<file path="src/rtl/if_fetch_stage.sv">
// ----------------------------------------------------------------------------
// if_fetch_stage
//   Instruction-fetch stage of the 5-stage MIPS pipeline. This block owns the
//   PC, runs the instruction-memory request/ready handshake, and loads the
//   IF/ID register inputs (PC+4, instruction, valid). It honours stall from
//   hazard detection and PC redirects from ID/EX, and inserts NOP bubbles on
//   a redirect or a memory miss.
//
//   Optional feature: define IF_PERF_COUNT_EN to add the perf_fetch_cnt and
//   perf_bubble_cnt outputs. Both are saturating 32-bit counters.
//
// Ports
//   clk             : single clock, all state updates on posedge
//   reset           : asynchronous, active-low reset
//   stall_i         : hold the PC and outputs; no fetch request is issued
//   redirect_i      : load redirect_pc_i (bits [1:0] cleared) as the next PC
//   redirect_pc_i   : redirect target
//   imem_req_o      : fetch request; the address stays stable while it is high
//   imem_addr_o     : fetch address (PC, or the abandoned address in S_DROP)
//   imem_ready_i    : memory accepts the request; rdata is valid this cycle
//   imem_rdata_i    : fetched instruction word
//   out_PC_4        : PC+4 of the delivered instruction
//   out_Instruction : delivered instruction, or NOP_INSTR for a bubble
//   out_valid       : 1 = real instruction, 0 = bubble
//   perf_fetch_cnt  : (IF_PERF_COUNT_EN) count of normal hits
//   perf_bubble_cnt : (IF_PERF_COUNT_EN) count of cycles that wrote a bubble
// ----------------------------------------------------------------------------
module if_fetch_stage #(
    parameter int               NBits     = 32,
    parameter logic [NBits-1:0] RESET_PC  = 32'h0040_0000,
    parameter logic [NBits-1:0] NOP_INSTR = 32'h0000_0000
) (
    input  logic             clk,
    input  logic             reset,
    input  logic             stall_i,
    input  logic             redirect_i,
    input  logic [NBits-1:0] redirect_pc_i,
    output logic             imem_req_o,
    output logic [NBits-1:0] imem_addr_o,
    input  logic             imem_ready_i,
    input  logic [NBits-1:0] imem_rdata_i,
    output logic [NBits-1:0] out_PC_4,
    output logic [NBits-1:0] out_Instruction,
    output logic             out_valid
`ifdef IF_PERF_COUNT_EN
    ,
    output logic [31:0]      perf_fetch_cnt,
    output logic [31:0]      perf_bubble_cnt
`endif
);

    typedef enum logic [1:0] {S_RESET, S_FETCH, S_DROP} state_t;

    state_t           state;
    logic [NBits-1:0] pc;
    logic [NBits-1:0] drop_addr;   // address of the transaction abandoned by a redirect
    logic [NBits-1:0] pc_plus4;
    logic [NBits-1:0] target;
    logic             hit;
    logic             miss;
    logic             bubble_wr;

    assign pc_plus4 = pc + NBits'(4);          // wraps modulo 2^NBits
    assign target   = redirect_pc_i & ~NBits'(3);

    // Request and address are combinational so a stall can pull the request
    // down in the same cycle it is raised.
    always_comb begin
        imem_req_o  = 1'b0;
        imem_addr_o = pc;
        case (state)
            S_FETCH: imem_req_o = !stall_i;
            S_DROP: begin
                imem_req_o  = 1'b1;
                imem_addr_o = drop_addr;
            end
            default: ;
        endcase
    end

    assign hit  = (state == S_FETCH) && imem_req_o &&  imem_ready_i && !redirect_i;
    assign miss = (state == S_FETCH) && imem_req_o && !imem_ready_i && !redirect_i;
    // A redirect beats a stall, so it always writes a bubble. S_DROP writes a
    // bubble every cycle except a plain stall, which holds the outputs.
    assign bubble_wr = ((state != S_RESET) && redirect_i) || miss ||
                       ((state == S_DROP) && !stall_i);

    always_ff @(posedge clk or negedge reset) begin
        if (!reset) begin
            state     <= S_RESET;
            pc        <= RESET_PC;
            drop_addr <= RESET_PC;
        end else begin
            case (state)
                S_RESET: state <= S_FETCH;
                S_FETCH: begin
                    if (redirect_i) begin
                        pc <= target;
                        // An in-flight request must still be completed at
                        // its old address; its data is thrown away.
                        if (imem_req_o && !imem_ready_i) begin
                            state     <= S_DROP;
                            drop_addr <= pc;
                        end
                    end else if (hit) begin
                        pc <= pc_plus4;
                    end
                end
                S_DROP: begin
                    if (redirect_i) pc <= target;
                    if (imem_ready_i) state <= S_FETCH;
                end
                default: state <= S_RESET;
            endcase
        end
    end

    always_ff @(posedge clk or negedge reset) begin
        if (!reset) begin
            out_PC_4        <= '0;
            out_Instruction <= NOP_INSTR;
            out_valid       <= 1'b0;
        end else if (bubble_wr) begin
            // out_PC_4 keeps the last delivered value across bubbles.
            out_Instruction <= NOP_INSTR;
            out_valid       <= 1'b0;
        end else if (hit) begin
            out_PC_4        <= pc_plus4;
            out_Instruction <= imem_rdata_i;
            out_valid       <= 1'b1;
        end
    end

`ifdef IF_PERF_COUNT_EN
    always_ff @(posedge clk or negedge reset) begin
        if (!reset) begin
            perf_fetch_cnt  <= '0;
            perf_bubble_cnt <= '0;
        end else begin
            if (hit && (perf_fetch_cnt != 32'hFFFF_FFFF))
                perf_fetch_cnt <= perf_fetch_cnt + 32'd1;
            if (bubble_wr && (perf_bubble_cnt != 32'hFFFF_FFFF))
                perf_bubble_cnt <= perf_bubble_cnt + 32'd1;
        end
    end
`endif

endmodule

</file>
<file path="config.mk">
export PLATFORM = sky130hd
export DESIGN_NAME = if_fetch_stage
export DESIGN_NICKNAME = d
export VERILOG_FILES = /design/src/rtl/if_fetch_stage.sv
export SDC_FILE = /design/constraint.sdc
export NUM_CORES = 1
export LEC_CHECK = 0
export ABC_AREA = 1
export CORE_ASPECT_RATIO = 2
export CORE_UTILIZATION = 49
export DETAILED_ROUTE_END_ITERATION = 10
export PLACE_DENSITY = 0.8
export SETUP_SLACK_MARGIN = 0.5
export SLEW_MARGIN = 0
export SYNTH_ARGS = -nofsm -noshare
export SYNTH_HDL_FRONTEND = slang
export SYNTH_SLANG_ARGS = --single-unit
</file>
<file path="constraint.sdc">
create_clock -name clk -period 2.1 [get_ports clk]
set_clock_uncertainty 0.15 [all_clocks]
set_input_delay 0.21 -clock clk [delete_from_list [all_inputs] [get_ports clk]]
set_output_delay 0.21 -clock clk [all_outputs]
set_load 0.1 [all_outputs]
</file>
==> results_dict.tcl, run 1 <==
set metrics [dict create \
    status "did not finish" \
    lastStage "5_1_grt" \
    error "[ERROR GRT-0232] Routing congestion too high. Check the congestion heatmap in the GUI." \
    place_ws_ps 133 \
    ios 167 \
    grt_use_total 0.555 \
    syn_avg_cell_area_um2 7.09 \
    fp.dieW_um 83.2 \
    yosysTopAreaCellShare 0.477 \
    ys_async_sr_fraction 1.00 \
    htreeDepth 4 \
    cts_sinks 125 \
    crit_endpoint "imem_req_o" \
    worst_endpoint_kind "primary output" \
    grt_start_max_net_pins 41 \
    synth-seq-area-share 0.485 \
    cts_buffer_depth 2 \
    root_buffer "clkbuf_16" \
    ys_types 24 \
    grt_overflow_total 4 \
    core.rowCount 59 \
    io_buffers 160 \
    synth_cells 910 \
    synth.most_common_cell "nand2_1" \
    ys.flop_type "dfrtp_1" \
    synth_top_cells_by_count "423 x nand2_1, 123 x dfrtp_1, 90 x nor2_1, 79 x o21ai_0, 68 x nand3_1" \
    synth_edf_count 0 \
    start_util 0.500 \
    detailed_place_hpwl_um 14200 \
    synth_area_leaders "dfrtp_1 48%, nand2_1 25%, o21ai_0 6.1%" \
    die_y_um 164 \
    ys_seq_elements 125 \
    place.gp.congestion 0.932 \
    yosysWarnings 0 \
    place_area_mm2 0.00883 \
    cts_inserted_buffers 17 \
    yosysTopAreaCell "dfrtp_1" \
    netlist_area_mm2 0.00645 \
]
metal layers:
| layer | GRT overflow | global-route usage |
|---|---|---|
| met5 | 0 | 0.0152 |
| met2 | 2 | 0.842 |
| met4 | 2 | 0.603 |
| met1 | 0 | 0.508 |
| met3 | 0 | 0.282 |
cells by family after synthesis:
logic type,after synthesis,synth area share
adders and majority gates,6,0.0116
and+or+nand+nor,592,0.365
DFF,125,0.485
xor gates and xnor gates,7,0.00950
other,1,0.000581
AOI/OAI and AO/OA,83,0.0645
buffers and inverters,96,0.0640
timing repair:
action                                  in CTS
gates resized for setup                     34
hold buffers                                 1
endpoints found under the hold margin      107
endpoints found under the setup margin     156
gates cloned                                 4
setup buffers                                8
pin swaps                                    3
through the flow:
step | hold slack, ps | utilization | instances
floorplan | -236 | - | 913
global placement | 32.2 | 0.684 | 1202
detailed placement | 27.9 | 0.684 | 1202
CTS | 130 | 0.755 | 1247
==> run 2: changes to the inputs <==
Settings changed: CORE_ASPECT_RATIO 2 to unset, CORE_UTILIZATION 49 to 40, PLACE_DENSITY 0.8 to unset, PLACE_DENSITY_LB_ADDON set to 0.15, SETUP_SLACK_MARGIN 0.5 to unset.
==> run 2 against run 1 <==
Compared with the run above:
- the flow now finishes, with violations (negative setup slack)
- synthesized cell count stayed put
- area after synthesis stayed put
==> results_dict.tcl, run 2 <==
set metrics [dict create \
    status "finished with violations" \
    violations "negative setup slack" \
    root_buffer "clkbuf_16" \
    ys_async_sr_fraction 1.00 \
    finalCriticalPeriod_ps 2130 \
    grt_antenna_before_repair 0 \
    fp.dieW_um 129 \
    finalInstanceArea_mm2 0.00986 \
    synth_area_leaders "dfrtp_1 48%, nand2_1 25%, o21ai_0 6.1%" \
    hold_ws_ps 151 \
    totalPowerFinal_mw 17.8 \
    synth-seq-area-share 0.485 \
    coreArea_mm2 0.0158 \
    fin_crit_sh 1.02 \
    largest-register "out_Instruction" \
    fmax_ghz 0.469 \
    pwr-share-seq 0.217 \
    place_area_mm2 0.00869 \
    hold_class "in2async" \
    final_common_cell "nand2_1" \
    io_buffers 160 \
    max_slew_margin 0.656 \
    drt_iter0_drc 380 \
    cts_tree "done" \
    startpoint_type "flop" \
    routed_via_density 4.84 \
    rsz0062_at_grt "true" \
    die_y_um 129 \
    grt_pass1_wl_um 29800 \
    synth_top_cells_by_count "423 x nand2_1, 123 x dfrtp_1, 90 x nor2_1, 79 x o21ai_0, 68 x nand3_1" \
    slew_violations 0 \
    fillers 1396 \
    utilization 0.623 \
    hold_viol 0 \
    ir_worst_vdd_mv 0.904 \
    intPower_mw 8.68 \
    largest_register_ffs 32 \
    synth_top_family_by_area "simple AND/OR/NAND/NOR gates" \
    synth_fa_ha_area_frac 0.0116 \
    synth-simple-area-share 0.365 \
    clk_pin_slew_worst_paths_ps 60 \
    critPathRequiredTime_ps 1740 \
    cp_max_fo 10 \
    synth_edf_count 0 \
    max_cap_viol_count 0 \
    ys_types 24 \
    power.switching_mw 9.17 \
    die_area_mm2 0.0166 \
    start_util 0.408 \
    grt_overflow_total 0 \
    cts_inserted_buffers 17 \
    worstSkewPairLatency_ps 420 \
    synth.most_common_cell "nand2_1" \
    end_kind "output pin" \
    syn_avg_cell_area_um2 7.09 \
    synth_xor_xnor_area_share 0.00950 \
    yosysTopAreaCell "dfrtp_1" \
    detailed_place_hpwl_um 13500 \
    synth_cells 910 \
    dr_total_vias 6379 \
    power_frac_clock 0.181 \
    place.gp.congestion 0.862 \
    drt_pass1_iterations 4 \
    ys_seq_elements 125 \
    most-common-layout-cells "413 x nand2_1, 123 x dfrtp_1, 89 x nor2_1" \
    cts_sinks 125 \
    power.leakage_nw 4.90 \
    cts_buffer_depth 2 \
    core.rowCount 46 \
    yosysWarnings 0 \
    p_comb_frac 0.603 \
    grt_start_max_net_pins 61 \
    syn_to_final_growth_pct 52.7 \
    grt_use_total 0.235 \
    synthMuxAreaShare 0 \
    ys.flop_type "dfrtp_1" \
    netlist_area_mm2 0.00645 \
    routed_wl_um 19800 \
    htreeDepth 4 \
    powerDensity_mw_per_mm2 1810 \
    final_antenna_net_count 0 \
    ios 167 \
    path_class "reg2out" \
    antenna_cells 0 \
    worst_pin_slew_ps 516 \
    fin_nets 1163 \
    wire_per_inst_um 15.0 \
    yosysTopAreaCellShare 0.477 \
    setup_violations 26 \
    final_layout_size_suffix_gt1_frac 0.200 \
    first_global_vias 5787 \
    remaining_drc_errors 0 \
    p_sw_frac 0.514 \
    crit_arrival_ps 1770 \
    fin_ws_ps -33.1 \
    synth_compound_area_frac 0.0645 \
]
## run 2: cell counts after synthesis
Identical to the previous run, type by type.
## run 2: cell families after synthesis
group | count (synthesis)
AO/OA/AOI/OAI | 83
other | 1
AND/OR/NAND/NOR | 592
adder cells (fa/ha/maj) | 6
XOR/XNOR | 7
buffers and inverters | 96
flip-flops | 125
## run 2: critical path: stages (launching register included)
cell and delay, ps:
dfrtp_1 400, inv_2 80, ha_4 170, buf_12 150, buf_16 170, o21ai_4 180, buf_12 190
## run 2: final cells by class
cell class	count	area, um2	share of cell area
Multi-Input combinational cell	692	3320	0.336
Sequential cell	125	3130	0.318
Timing Repair Buffer	199	2290	0.232
Clock buffer	21	460	0.0467
Tap cell	216	270	0.0274
Inverter	53	203	0.0206
Clock inverter	11	189	0.0192
## run 2: worst paths after layout
path                                 startpoint                  end  slack [ps]  cells past startpoint
worst max-delay path                   state[0]      imem_addr_o[26]         -30                      6
worst min-delay path                      reset  out_Instruction[12]         150                      2
worst max register to register         state[0]               pc[14]         120                     12
worst min register to register     out_PC_4[14]         out_PC_4[14]         330                      2
max in group asynchronous                 reset  out_Instruction[21]         930                      3
min in group clk                imem_rdata_i[4]   out_Instruction[4]         180                      3
## run 2: power by group through the flow
stage	clock [mW]	combinational [mW]	sequential [mW]
2_1_floorplan	0	5.08	5.63
3_3_place_gp	0	9.83	3.83
3_5_place_dp	0	9.88	3.86
4_1_cts	3.27	10.1	3.83
5_1_grt	3.39	11.3	3.98
6_report	3.22	10.8	3.87
## run 2: routing by layer
layer  share of wire  track usage  up-vias
met4           0.025        0.102        0
met1            0.45        0.319     2947
met2            0.46        0.363      199
met3           0.060       0.0500       30
li1                -            -     3203
met5               0            0        -
## run 2: repair_timing
action | 4_1_cts | 5_1_grt
endpoints found under the hold margin | 33 | 0
pin swaps | 0 | 10
gates cloned | 1 | 7
setup endpoints to repair | 30 | 44
setup buffers | 0 | 8
hold buffers | 1 | 0
gates resized for setup | 15 | 33
## run 2: metrics by stage
step	worst slack, ps	std cells	setup TNS [ps]
floorplan	-227	913	-6800
global placement	130	1268	0
detailed placement	138	1268	0
CTS	-37.0	1302	-387
global route	-107	1317	-2460
finish	-33.1	1317	-423
Note: power is estimated with default switching activity, not from simulation.
==> run 3: changes to the inputs <==
Settings changed: GPL_ROUTABILITY_DRIVEN set to 0.
==> results of run 3 <==
Same layout as run 2: the final DEF is identical, and so are final timing and power.
==> run 4: changes to the inputs <==
Settings changed: REMOVE_ABC_BUFFERS set to 1.
==> run 4 against run 3 <==
Compared with the run above:
- cell count grew 1.5%
- global-route usage increased by 2.0 points
- sequential power up 2%
- routed wire length increased by 18%
- maximum frequency fell by 1.6%
- largest cell class unchanged
- the flow still finishes with violations (negative setup slack)
- sequential cell count is the same
- largest power group unchanged
==> results_dict.tcl, run 4 (synthesized netlist as in run 2, its figures left out) <==
set metrics [dict create \
    cp_max_fo 6 \
    first_global_vias 6367 \
    slew_violations 0 \
    multi_input_area_mm2 0.00352 \
    regToRegStartpoint "state[0]" \
    dr_total_vias 6695 \
    coreArea_mm2 0.0158 \
    start_util 0.408 \
    worstSkewPairLatency_ps 420 \
    die_area_mm2 0.0166 \
    grt_pass1_wl_um 32300 \
    largest_register_ffs 32 \
    ios 167 \
    finalInstanceArea_mm2 0.0104 \
    fin_ws_ps -67.2 \
    hold_class "in2async" \
    rsz0062_at_grt "true" \
    grt_overflow_total 0 \
    worst_pin_slew_ps 526 \
    power.leakage_nw 5.27 \
    violations "negative setup slack" \
    largest-register "out_Instruction" \
    end_kind "output pin" \
    path_class "reg2out" \
    root_buffer "clkbuf_16" \
    place_area_mm2 0.00861 \
    wire_per_inst_um 17.4 \
    remaining_drc_errors 0 \
    setup_violations 68 \
    syn_to_final_growth_pct 61.8 \
    ir_worst_vdd_mv 1.27 \
    detailed_place_hpwl_um 13100 \
    cts_sinks 125 \
    max_cap_viol_count 0 \
    clk_pin_slew_worst_paths_ps 50 \
    drt_pass1_iterations 5 \
    grt_antenna_before_repair 0 \
    cts_inserted_buffers 17 \
    crit_arrival_ps 1810 \
    fillers 1362 \
    most-common-layout-cells "383 x nand2_1, 122 x dfrtp_1, 88 x nor2_1" \
    grt_start_max_net_pins 61 \
    max_slew_margin 0.649 \
    cts_buffer_depth 2 \
    routed_via_density 5.01 \
    finalCriticalPeriod_ps 2170 \
    regArea_mm2 0.00313 \
    drt_iter0_drc 473 \
    final_common_cell "nand2_1" \
    status "finished with violations" \
    final_antenna_net_count 0 \
    fp.dieW_um 129 \
    htreeDepth 4 \
    startpoint_type "flop" \
    core.rowCount 46 \
    grt_use_total 0.255 \
    antenna_cells 0 \
    powerDensity_mw_per_mm2 1750 \
    fin_nets 1183 \
    fmax_ghz 0.461 \
    io_buffers 160 \
    routed_wl_um 23300 \
    hold_viol 0 \
    totalPowerFinal_mw 18.3 \
    critPathRequiredTime_ps 1740 \
    fin_crit_sh 1.03 \
    final_layout_size_suffix_gt1_frac 0.246 \
    cts_tree "done" \
    crit_start "state[0]" \
    die_y_um 129 \
]
run 4: changes by cell type in the layout (fill, tap and decap cells not counted), sizes merged:
cell and change:
clkinvlp -3, buf +13, clkbuf +11, clkinv +1
bufinv -3, nand3 +1
run 4: timing repair:
item	in CTS	in global routing
setup endpoints to repair	31	117
buffers inserted	9	5
hold buffers	1	0
pin swaps	20	7
hold endpoints to repair	33	0
resized for setup	118	91
gates cloned	6	17
run 4: power breakdown:
group	switching, mW	total [mW]	internal (mW)	leakage [nW]
clock	1.05	2.98	1.93	0.300
combinational	7.69	11.3	3.63	3.30
sequential	0.750	3.96	3.21	1.66
run 4: stage by stage:
step                      instances  setup TNS, ps  hold WS, ps  utilization  setup WS [ps]
after floorplan                 870        -167940         -236            -          -1650
after global placement         1271              0         61.0        0.544            113
after detailed placement       1271              0         64.9        0.544           41.6
after CTS                      1318          -1220          171        0.621          -67.1
after global routing           1337         -12190          183        0.660           -154
final                          1337          -1490          170        0.660          -67.2
run 4: cell type report:
class,instances,area share
clock buffer,26,0.0497
inverter,53,0.0210
timing repair buffer,218,0.259
multi-input combinational,693,0.337
sequential,125,0.300
tap,216,0.0259
clock inverter,6,0.00767
run 4: final timing paths:
kind | to | slack [ps] | depth (start not counted)
setup / recovery | imem_addr_o[9] | -70 | 7
hold / removal | out_Instruction[10] | 170 | 2
setup reg to reg | out_PC_4[3] | -40 | 12
hold reg to reg | out_PC_4[5] | 330 | 2
max in group asynchronous | pc[22] | 930 | 3
min in group clk | out_Instruction[1] | 180 | 3
run 4: worst max-delay path, cell delays in order (launching register included):
cell and delay (ps):
dfrtp_1 390, inv_2 90, ha_4 230, buf_12 170
buf_16 170, nand2_4 60, o21ai_4 60, buf_12 200
run 4: metal layers:
metal  share of wire  vias up  global-route usage
li1                -     3250                   -
met1            0.41     3164               0.317
met2            0.50      243               0.432
met3           0.071       38              0.0632
met4           0.021        0              0.0858
met5               0        -                   0
